File: src/rtl/cdu_agc_counter.sv
// Purpose : CDU inner-gimbal pulse synchronizer, signed pending accumulator, and AGC-side
//           15-bit angle counter fed through a CNTREQ/CNTACK four-phase handshake.
// Latency : a pulse sampled high at edge k reaches PEND at edge k+SYNC_STAGES+1;
//           CNTREQ rises one cycle after PEND first reads nonzero.
// Backpressure: while the AGC withholds CNTACK, pulses accumulate in PEND up to
//           +/-(2^(PEND_W-1)-1); further pulses are dropped and set sticky LOST.
//
// Ports: CLOCKH (clock), rst (async active-high), PLUS_PULSE/MINUS_PULSE (async pulses),
//        AGCZ (sync zero), CNTACK (AGC ack) -> CNTREQ, CNTDIR, CDUCNT, PEND, LOST
//        (+ RATE[7:0] when CDU_RATE_MON_EN is defined).
// Optional feature macro: CDU_RATE_MON_EN (ACK-accept rate monitor over RATE_WIN cycles).
module cdu_agc_counter #(
    parameter int SYNC_STAGES = 2,
    parameter int PEND_W      = 4,
    parameter int CNT_W       = 15
`ifdef CDU_RATE_MON_EN
    ,
    parameter int RATE_WIN    = 1024
`endif
) (
    input  logic              CLOCKH,
    input  logic              rst,
    input  logic              PLUS_PULSE,
    input  logic              MINUS_PULSE,
    input  logic              AGCZ,
    input  logic              CNTACK,
    output logic              CNTREQ,
    output logic              CNTDIR,
    output logic [CNT_W-1:0]  CDUCNT,
    output logic [PEND_W-1:0] PEND,
    output logic              LOST
`ifdef CDU_RATE_MON_EN
    ,
    output logic [7:0]        RATE
`endif
);

    typedef enum logic [1:0] {S_IDLE, S_REQ, S_WAITLO} state_t;

    // Two guard bits so the unclamped sum can never wrap before the range check.
    localparam int SW    = PEND_W + 2;
    localparam int LIM_I = (1 << (PEND_W - 1)) - 1;

    state_t                 state;
    logic [SYNC_STAGES-1:0] plus_sync;
    logic [SYNC_STAGES-1:0] minus_sync;
    logic                   plus_last, minus_last;
    logic                   plus_edge, minus_edge;
    logic                   ack_acc;
    logic signed [SW-1:0]   lim_pos, lim_neg, one_s;
    logic signed [SW-1:0]   pend_ext, pend_sum;
    logic [PEND_W-1:0]      pend_nxt;
    logic                   pend_ovf;

    // Synchronizer chains followed by a registered rising-edge detect.
    always_ff @(posedge CLOCKH or posedge rst) begin
        if (rst) begin
            plus_sync  <= '0;
            minus_sync <= '0;
            plus_last  <= 1'b0;
            minus_last <= 1'b0;
            plus_edge  <= 1'b0;
            minus_edge <= 1'b0;
        end else begin
            plus_sync  <= {plus_sync[SYNC_STAGES-2:0], PLUS_PULSE};
            minus_sync <= {minus_sync[SYNC_STAGES-2:0], MINUS_PULSE};
            plus_last  <= plus_sync[SYNC_STAGES-1];
            minus_last <= minus_sync[SYNC_STAGES-1];
            plus_edge  <= plus_sync[SYNC_STAGES-1] & ~plus_last;
            minus_edge <= minus_sync[SYNC_STAGES-1] & ~minus_last;
        end
    end

    assign ack_acc = (state == S_REQ) && CNTACK && !AGCZ;
    assign lim_pos = SW'(LIM_I);
    assign lim_neg = -lim_pos;
    assign one_s   = {{(SW-1){1'b0}}, 1'b1};

    // Net the pulse edges and the accepted transfer, then clamp to the legal range.
    // The transfer uses the latched CNTDIR, so PEND may legitimately cross zero.
    always_comb begin
        pend_ext = signed'({{2{PEND[PEND_W-1]}}, PEND});
        pend_sum = pend_ext;
        if (plus_edge)  pend_sum = pend_sum + one_s;
        if (minus_edge) pend_sum = pend_sum - one_s;
        if (ack_acc)    pend_sum = CNTDIR ? (pend_sum - one_s) : (pend_sum + one_s);
        pend_ovf = 1'b0;
        pend_nxt = pend_sum[PEND_W-1:0];
        if (pend_sum > lim_pos) begin
            pend_nxt = lim_pos[PEND_W-1:0];
            pend_ovf = 1'b1;
        end else if (pend_sum < lim_neg) begin
            pend_nxt = lim_neg[PEND_W-1:0];
            pend_ovf = 1'b1;
        end
    end

    always_ff @(posedge CLOCKH or posedge rst) begin
        if (rst) begin
            state  <= S_IDLE;
            CNTREQ <= 1'b0;
            CNTDIR <= 1'b0;
            CDUCNT <= '0;
            PEND   <= '0;
            LOST   <= 1'b0;
        end else if (AGCZ) begin
            // Zero command discards any edge or ACK arriving in the same cycle.
            state  <= S_IDLE;
            CNTREQ <= 1'b0;
            CDUCNT <= '0;
            PEND   <= '0;
            LOST   <= 1'b0;
        end else begin
            PEND <= pend_nxt;
            if (pend_ovf) LOST <= 1'b1;
            case (state)
                S_IDLE: begin
                    if (PEND != '0) begin
                        CNTDIR <= ~PEND[PEND_W-1];
                        CNTREQ <= 1'b1;
                        state  <= S_REQ;
                    end
                end
                S_REQ: begin
                    if (CNTACK) begin
                        CDUCNT <= CNTDIR ? (CDUCNT + 1'b1) : (CDUCNT - 1'b1);
                        CNTREQ <= 1'b0;
                        state  <= S_WAITLO;
                    end
                end
                S_WAITLO: begin
                    if (!CNTACK) state <= S_IDLE;
                end
                default: state <= S_IDLE;
            endcase
        end
    end

`ifdef CDU_RATE_MON_EN
    localparam int WIN_W = (RATE_WIN > 2) ? $clog2(RATE_WIN) : 1;

    logic [WIN_W-1:0] win_cnt;
    logic [7:0]       acc_cnt;
    logic             win_end;
    logic [7:0]       acc_inc;

    assign win_end = (win_cnt == WIN_W'(RATE_WIN - 1));
    // Saturating increment: stops at 255 within a window.
    assign acc_inc = (ack_acc && acc_cnt != 8'hFF) ? (acc_cnt + 8'd1) : acc_cnt;

    always_ff @(posedge CLOCKH or posedge rst) begin
        if (rst) begin
            win_cnt <= '0;
            acc_cnt <= '0;
            RATE    <= '0;
        end else if (AGCZ) begin
            win_cnt <= '0;
            acc_cnt <= '0;
            RATE    <= '0;
        end else if (win_end) begin
            win_cnt <= '0;
            acc_cnt <= '0;
            RATE    <= acc_inc;
        end else begin
            win_cnt <= win_cnt + 1'b1;
            acc_cnt <= acc_inc;
        end
    end
`endif

endmodule

File: config.mk
export PLATFORM = sky130hd
export DESIGN_NAME = cdu_agc_counter
export DESIGN_NICKNAME = d
export VERILOG_FILES = /design/src/rtl/cdu_agc_counter.sv
export SDC_FILE = /design/constraint.sdc
export NUM_CORES = 1
export LEC_CHECK = 0
export CAP_MARGIN = 0
export CORE_ASPECT_RATIO = 0.9
export CORE_UTILIZATION = 62
export CTS_BUF_LIST = sky130_fd_sc_hd__clkbuf_8
export DETAILED_ROUTE_END_ITERATION = 8
export GPL_ROUTABILITY_DRIVEN = 0
export PLACE_DENSITY = 0.88
export SLEW_MARGIN = 20
export SYNTH_ARGS = -nofsm -noshare
export SYNTH_HDL_FRONTEND = slang
export SYNTH_SLANG_ARGS = --single-unit
File: constraint.sdc
create_clock -name CLOCKH -period 5.4 [get_ports CLOCKH]
set_clock_uncertainty 0.1 [all_clocks]
set_input_delay 1.08 -clock CLOCKH [delete_from_list [all_inputs] [get_ports CLOCKH]]
set_output_delay 1.08 -clock CLOCKH [all_outputs]
set_load 0.005 [all_outputs]
# --- Word-level counts from Yosys, hierarchy flattened ---
# Index checks and enable logic that the tools add are counted.
# W data, S select, Z words.
word_totals:
  elab_cells: 68
  regBits: 32
  in_bits: 6
  output_inout_bits: 22
op_classes:
  muxes: 24
  reduce_logical: 13
  magnitude_cmp: 2
  eq_ne: 5
  n_addsub: 6
  bitwise: 6
op_table:
  columns: ["cell", "n"]
  rows:
  - ["$mux W15", 4]
  - ["$mux W6", 4]
  - ["$add A15 B1 Y15 const B", 1]
  - ["$sub A15 B1 Y15 const B", 1]
  - ["$mux W4", 3]
  - ["$sub A6 B2 Y6 const B", 2]
  - ["$ne A3 B3 Y1 const B", 3]
  - ["$reduce_and A3 Y1", 3]
  - ["$mux W2", 4]
  - ["$mux W1", 7]
  - ["$add A6 B2 Y6 const B", 1]
  - ["$gt A6 B4 Y1 const B", 1]
  - ["$lt A6 B4 Y1 const B", 1]
  - ["$pmux W2 S3", 1]
  - ["$reduce_bool A2 Y1", 3]
  - ["$add A4 B2 Y5 const B", 1]
  - ["$not A1 Y1", 4]
  - ["$reduce_bool A4 Y1", 1]
  - ["$reduce_bool A3 Y1", 1]
  - ["$and A1 B1 Y1", 2]
  - ["$eq A2 B1 Y1 const B", 1]
  - ["$eq A2 B2 Y1 const B", 1]
  - ["$logic_and A1 B1 Y1", 2]
  - ["$logic_not A2 Y1", 1]
  - ["3 further kinds", 3]

# --- Longest topological paths before layout ---
logic_depth:
  depth_word: 12
  depth_mapped: 14
  ltp_nobuf: 14

# --- Least setup slack after synthesis ---
# OpenSTA, ideal clock, no wires.
synth_path:
  path_kind: "reg-to-reg"
  from: "register PEND[0]"
  to: "register PEND[1]"
  slack_ns: 2.159
  required_time_ns: 5.208
  setup_time_ns: 0.092
  stages_incl_launch_ff: 15
  arrival_time_ns: 3.049
  path_buffers: 0
  period_less_slack_ns: 3.241
  path_cell_list: "dfrtp_1 -> inv_1 -> ha_1 -> mux2i_1 -> ha_1 -> mux2i_1 -> inv_1 -> fa_1 -> nor2b_1 -> o21ai_0 -> nand2b_1 -> xnor2_1 -> a2111o_1 -> nor2b_1 -> o31ai_2"
synth_between:
  elab_chain_len: 11
  word_cells_on_any_way: 13
  classes_between: "add/sub (4); order compare (2); mux (7)"
synth_lines:
  columns: ["item", "line", "text"]
  rows:
  - ["start: declaration", "30", "output logic [PEND_W-1:0] PEND,"]
  - ["start signal: assignment", "114", "PEND <= pend_nxt;"]
  - ["$add A4 B2 Y5", "84", "if (plus_edge) pend_sum = pend_sum + one_s;"]
  - ["$mux W6 (*)", "84", null]
  - ["$sub A6 B2 Y6", "85", "if (minus_edge) pend_sum = pend_sum - one_s;"]
  - ["$mux W6 (*)", "85", null]
  - ["$add A6 B2 Y6 or $sub A6 B2 Y6 (tied branches)", "86", "if (ack_acc) pend_sum = CNTDIR ? (pend_sum - one_s) : (pend_sum + one_s);"]
  - ["$mux W6", "86", null]
  - ["$mux W6 (*)", "86", null]
  - ["$lt A6 B4 Y1", "92", "end else if (pend_sum < lim_neg) begin"]
  - ["$mux W4", "92", null]
  - ["$mux W4 (*)", "89", "if (pend_sum > lim_pos) begin"]
  - ["$mux W4 (*)", "106", "end else if (AGCZ) begin"]
# Every way passes the cells marked *; elsewhere a longest branch is shown, timed or not.
# A chain may end at the register's enable or synchronous reset.

# --- Worst setup path in the final report ---
# Ends and elaborated chain as after synthesis.

==> run summary <==
Number of synthesized register bits - 32
Syn Inst Count - 238
Syn-to-layout area delta - 18.6%
Reg2reg end - PEND[1]
Switching Fraction - 41.4%
RSZ-0062 raised after global routing - false
Post-route setup TNS - 0 ps
CTS H-tree depth - 2
Die area - 3830 um2
Synth top area share - 36.0%
Netlist Area Pre-Place - 2220 um2
Inserted Clock Buffers - 5
CTS tree - done
Cell with the most instances after synthesis - dfrtp_1
R2r setup slk - 1640 ps
F_max - 266 MHz
Comb power frac - 55.3%
Row cnt - 20
Normalized max-slew margin - 34.3%
Leading area contributor after synthesis - dfrtp_1
Cts repair resizes - 0
EDFF count, synth - 0
First-pass GRT wire length - 8110 um
Crit end category - flip-flop
Drt first pass iters - 4
Number of global-route vias before repair - 1760
Outcome - complete, no violations
Gr usage total - 28.1%
Cts-stage hold buffer count - 0
Ys Warns - 0
Synth async-reset ratio - 100%
Share of power burned in registers - 26.4%
Die Height - 58.8 um
Final worst slack - 1640 ps
Tcrit/Tclk final - 69.7%
Critical Path End - PEND[1]
PwrDens - 471 nW/um2
DP Wirelength - 3270 um
DR vias - 1827
DRC violations left - 0
CTS Root Cell - clkbuf_8
Largest net degree at the start of global routing - 33
Max cap viols - 0
Final min period - 3760 ps
Seq/Total Area, Yosys - 36.0%
Synth top area cells - dfrtp_1 36%, ha_1 12%, nand2_1 4.4%
R2R cell count - 14
Min Hold Slack - 251 ps
Mean area per synthesized cell - 9.35 um2
Antenna violations before repair - 0
Chip Width - 65.1 um
Maximum VDD drop - 303 uV
Setup repair bufs after CTS - 0
Area after DPL - 2530 um2
Drt first-iter violations - 135
Grt total ovfl - 0
Most frequent cells after synthesis - 32 x dfrtp_1, 26 x nand2_1, 21 x ha_1
Clock Tree Buf Depth - 2
Clock transition at path regs - 60 ps
Post-synthesis cell type count - 46
Setup-failing EPs final - 0
Hold Path Origin - minus_sync[0]
Setup Crit Path Kind - flip-flop to flip-flop
Initial Util - 65.4%
Clock power share - 18.4%
Arrival @ worst endpoint - 3860 ps
CP max FO - 8
Leak - 0.00122 uW
Sw power - 515 uW
Worst Setup SP - PEND[0]
Design Area, Final - 2640 um2
Startpoint types - flip-flop
Clock Latency Late Sink - 290 ps
CTS sink count - 32
Boundary Pins - 28
Place WS - 1650 ps
Vias/cell - 5.87
Final hold vios - 0
Core area - 3400 um2
Filler cell count - 239
Routed WL - 4700 um
Remaining antenna violation count after routing - 0
# nets final - 295
HP Class - flip-flop to flip-flop
FF-to-FF Start - PEND[0]
Critical Path RT - 5490 ps
Internal power - 728 uW
Drt wl/cell - 15.1 um
Synth Flop Type - dfrtp_1
Layout cells sized above 1 - 5.24%
Input/output buffers - 27
Syn_nets - 267
Ant. Diodes - 0
Worst-Margin Slew - 982 ps
Max Slew Vio Count - 0
==> logic make-up (layout without fill, tap and decap cells) <==
group | count (synthesis) | count (layout) | share of synthesized area [%]
AO/OA/AOI/OAI | 64 | 64 | 18.6
AND/OR/NAND/NOR | 66 | 66 | 14.1
buffers and inverters | 22 | 51 | 3.94
multiplexers | 8 | 8 | 3.66
adder cells (fa/ha/maj) | 23 | 23 | 13.6
flip-flops | 32 | 32 | 36.0
XOR/XNOR | 23 | 23 | 10.1
==> power groups by stage <==
| stage | combinational [uW] | sequential (uW) | clock [uW] |
|---|---|---|---|
| floorplan | 493 | 321 | 0 |
| global placement | 631 | 330 | 0 |
| detailed placement | 659 | 332 | 0 |
| CTS | 682 | 328 | 229 |
| global route | 763 | 334 | 239 |
| finish | 687 | 328 | 228 |
==> critical path, stage by stage, from the launching register on <==
cell      delay, ps
dfrtp_1         500
inv_1            80
ha_1            320
mux2i_1         220
ha_1            260
mux2i_1         350
inv_1           120
fa_1            460
nor2b_1         120
o21ai_0          80
nand2b_1        100
xnor2_1         110
a2111o_1        470
nor2b_1         160
o31ai_2         210
==> per-stage QoR <==
stage          instances  utilization, %  total power [uW]
6_report             311            77.5              1240
5_1_grt              311            77.5              1340
4_1_cts              311            77.5              1240
3_5_place_dp         303            74.2               991
3_3_place_gp         303            74.2               961
2_1_floorplan        238               -               814
==> cell type report <==
class                      count  area [um2]  area share, %
inverter                      15        56.3           2.13
tap                           44        55.1           2.09
clock buffer                   5        68.8           2.61
sequential                    32         801           30.4
multi-input combinational    184        1340           50.7
timing repair buffer          28         278           10.5
clock inverter                 3        42.5           1.61
==> sequential cells by signal (all words and copies together) (netlist names) <==
| register | cells |
|---|---|
| plus_edge | 1 |
| minus_last | 1 |
| CNTDIR | 1 |
| plus_sync | 2 |
| minus_edge | 1 |
| LOST | 1 |
| PEND | 4 |
| minus_sync | 2 |
| CNTREQ | 1 |
| plus_last | 1 |
| state | 2 |
| CDUCNT | 15 |
==> metal layers <==
metal	routed length, um	track usage [%]	vias to the layer above
li1	-	-	897
met1	2170	36.9	873
met2	2240	47.0	44
met3	183	5.43	13
met4	102	9.32	0
met5	0	0	-
==> cells in the final DEF (no fill, tap or decap), types with 2 or more instances in the layout <==
cell,n
nand2b_1,3
o311ai_0,2
fa_1,2
nor2_1,14
nor2b_1,6
nand4_1,3
nand3_1,3
a21oi_1,15
nand2_1,26
a21o_1,5
o21ai_0,19
xnor2_1,11
clkdlybuf4s50_1,27
nor3b_1,2
o21ai_1,3
o21a_1,2
inv_1,15
mux2i_1,7
a2111oi_0,2
nor3_1,3
nand3b_1,2
a22o_1,2
clkbuf_8,5
a31oi_1,3
ha_1,21
dfrtp_1,32
xor2_1,10
==> how the worst min path moves through the flow <==
| stage | end | slack [ps] | depth (start not counted) |
|---|---|---|---|
| final | minus_sync[1] | 250 | 0 |
| after global routing | minus_sync[1] | 260 | 0 |
| after CTS | minus_sync[1] | 250 | 0 |
| after detailed placement | minus_sync[1] | 230 | 0 |
| after global placement | minus_sync[1] | 230 | 0 |
| after floorplan | minus_sync[1] | 230 | 0 |
(Power assumes the default switching activity.)
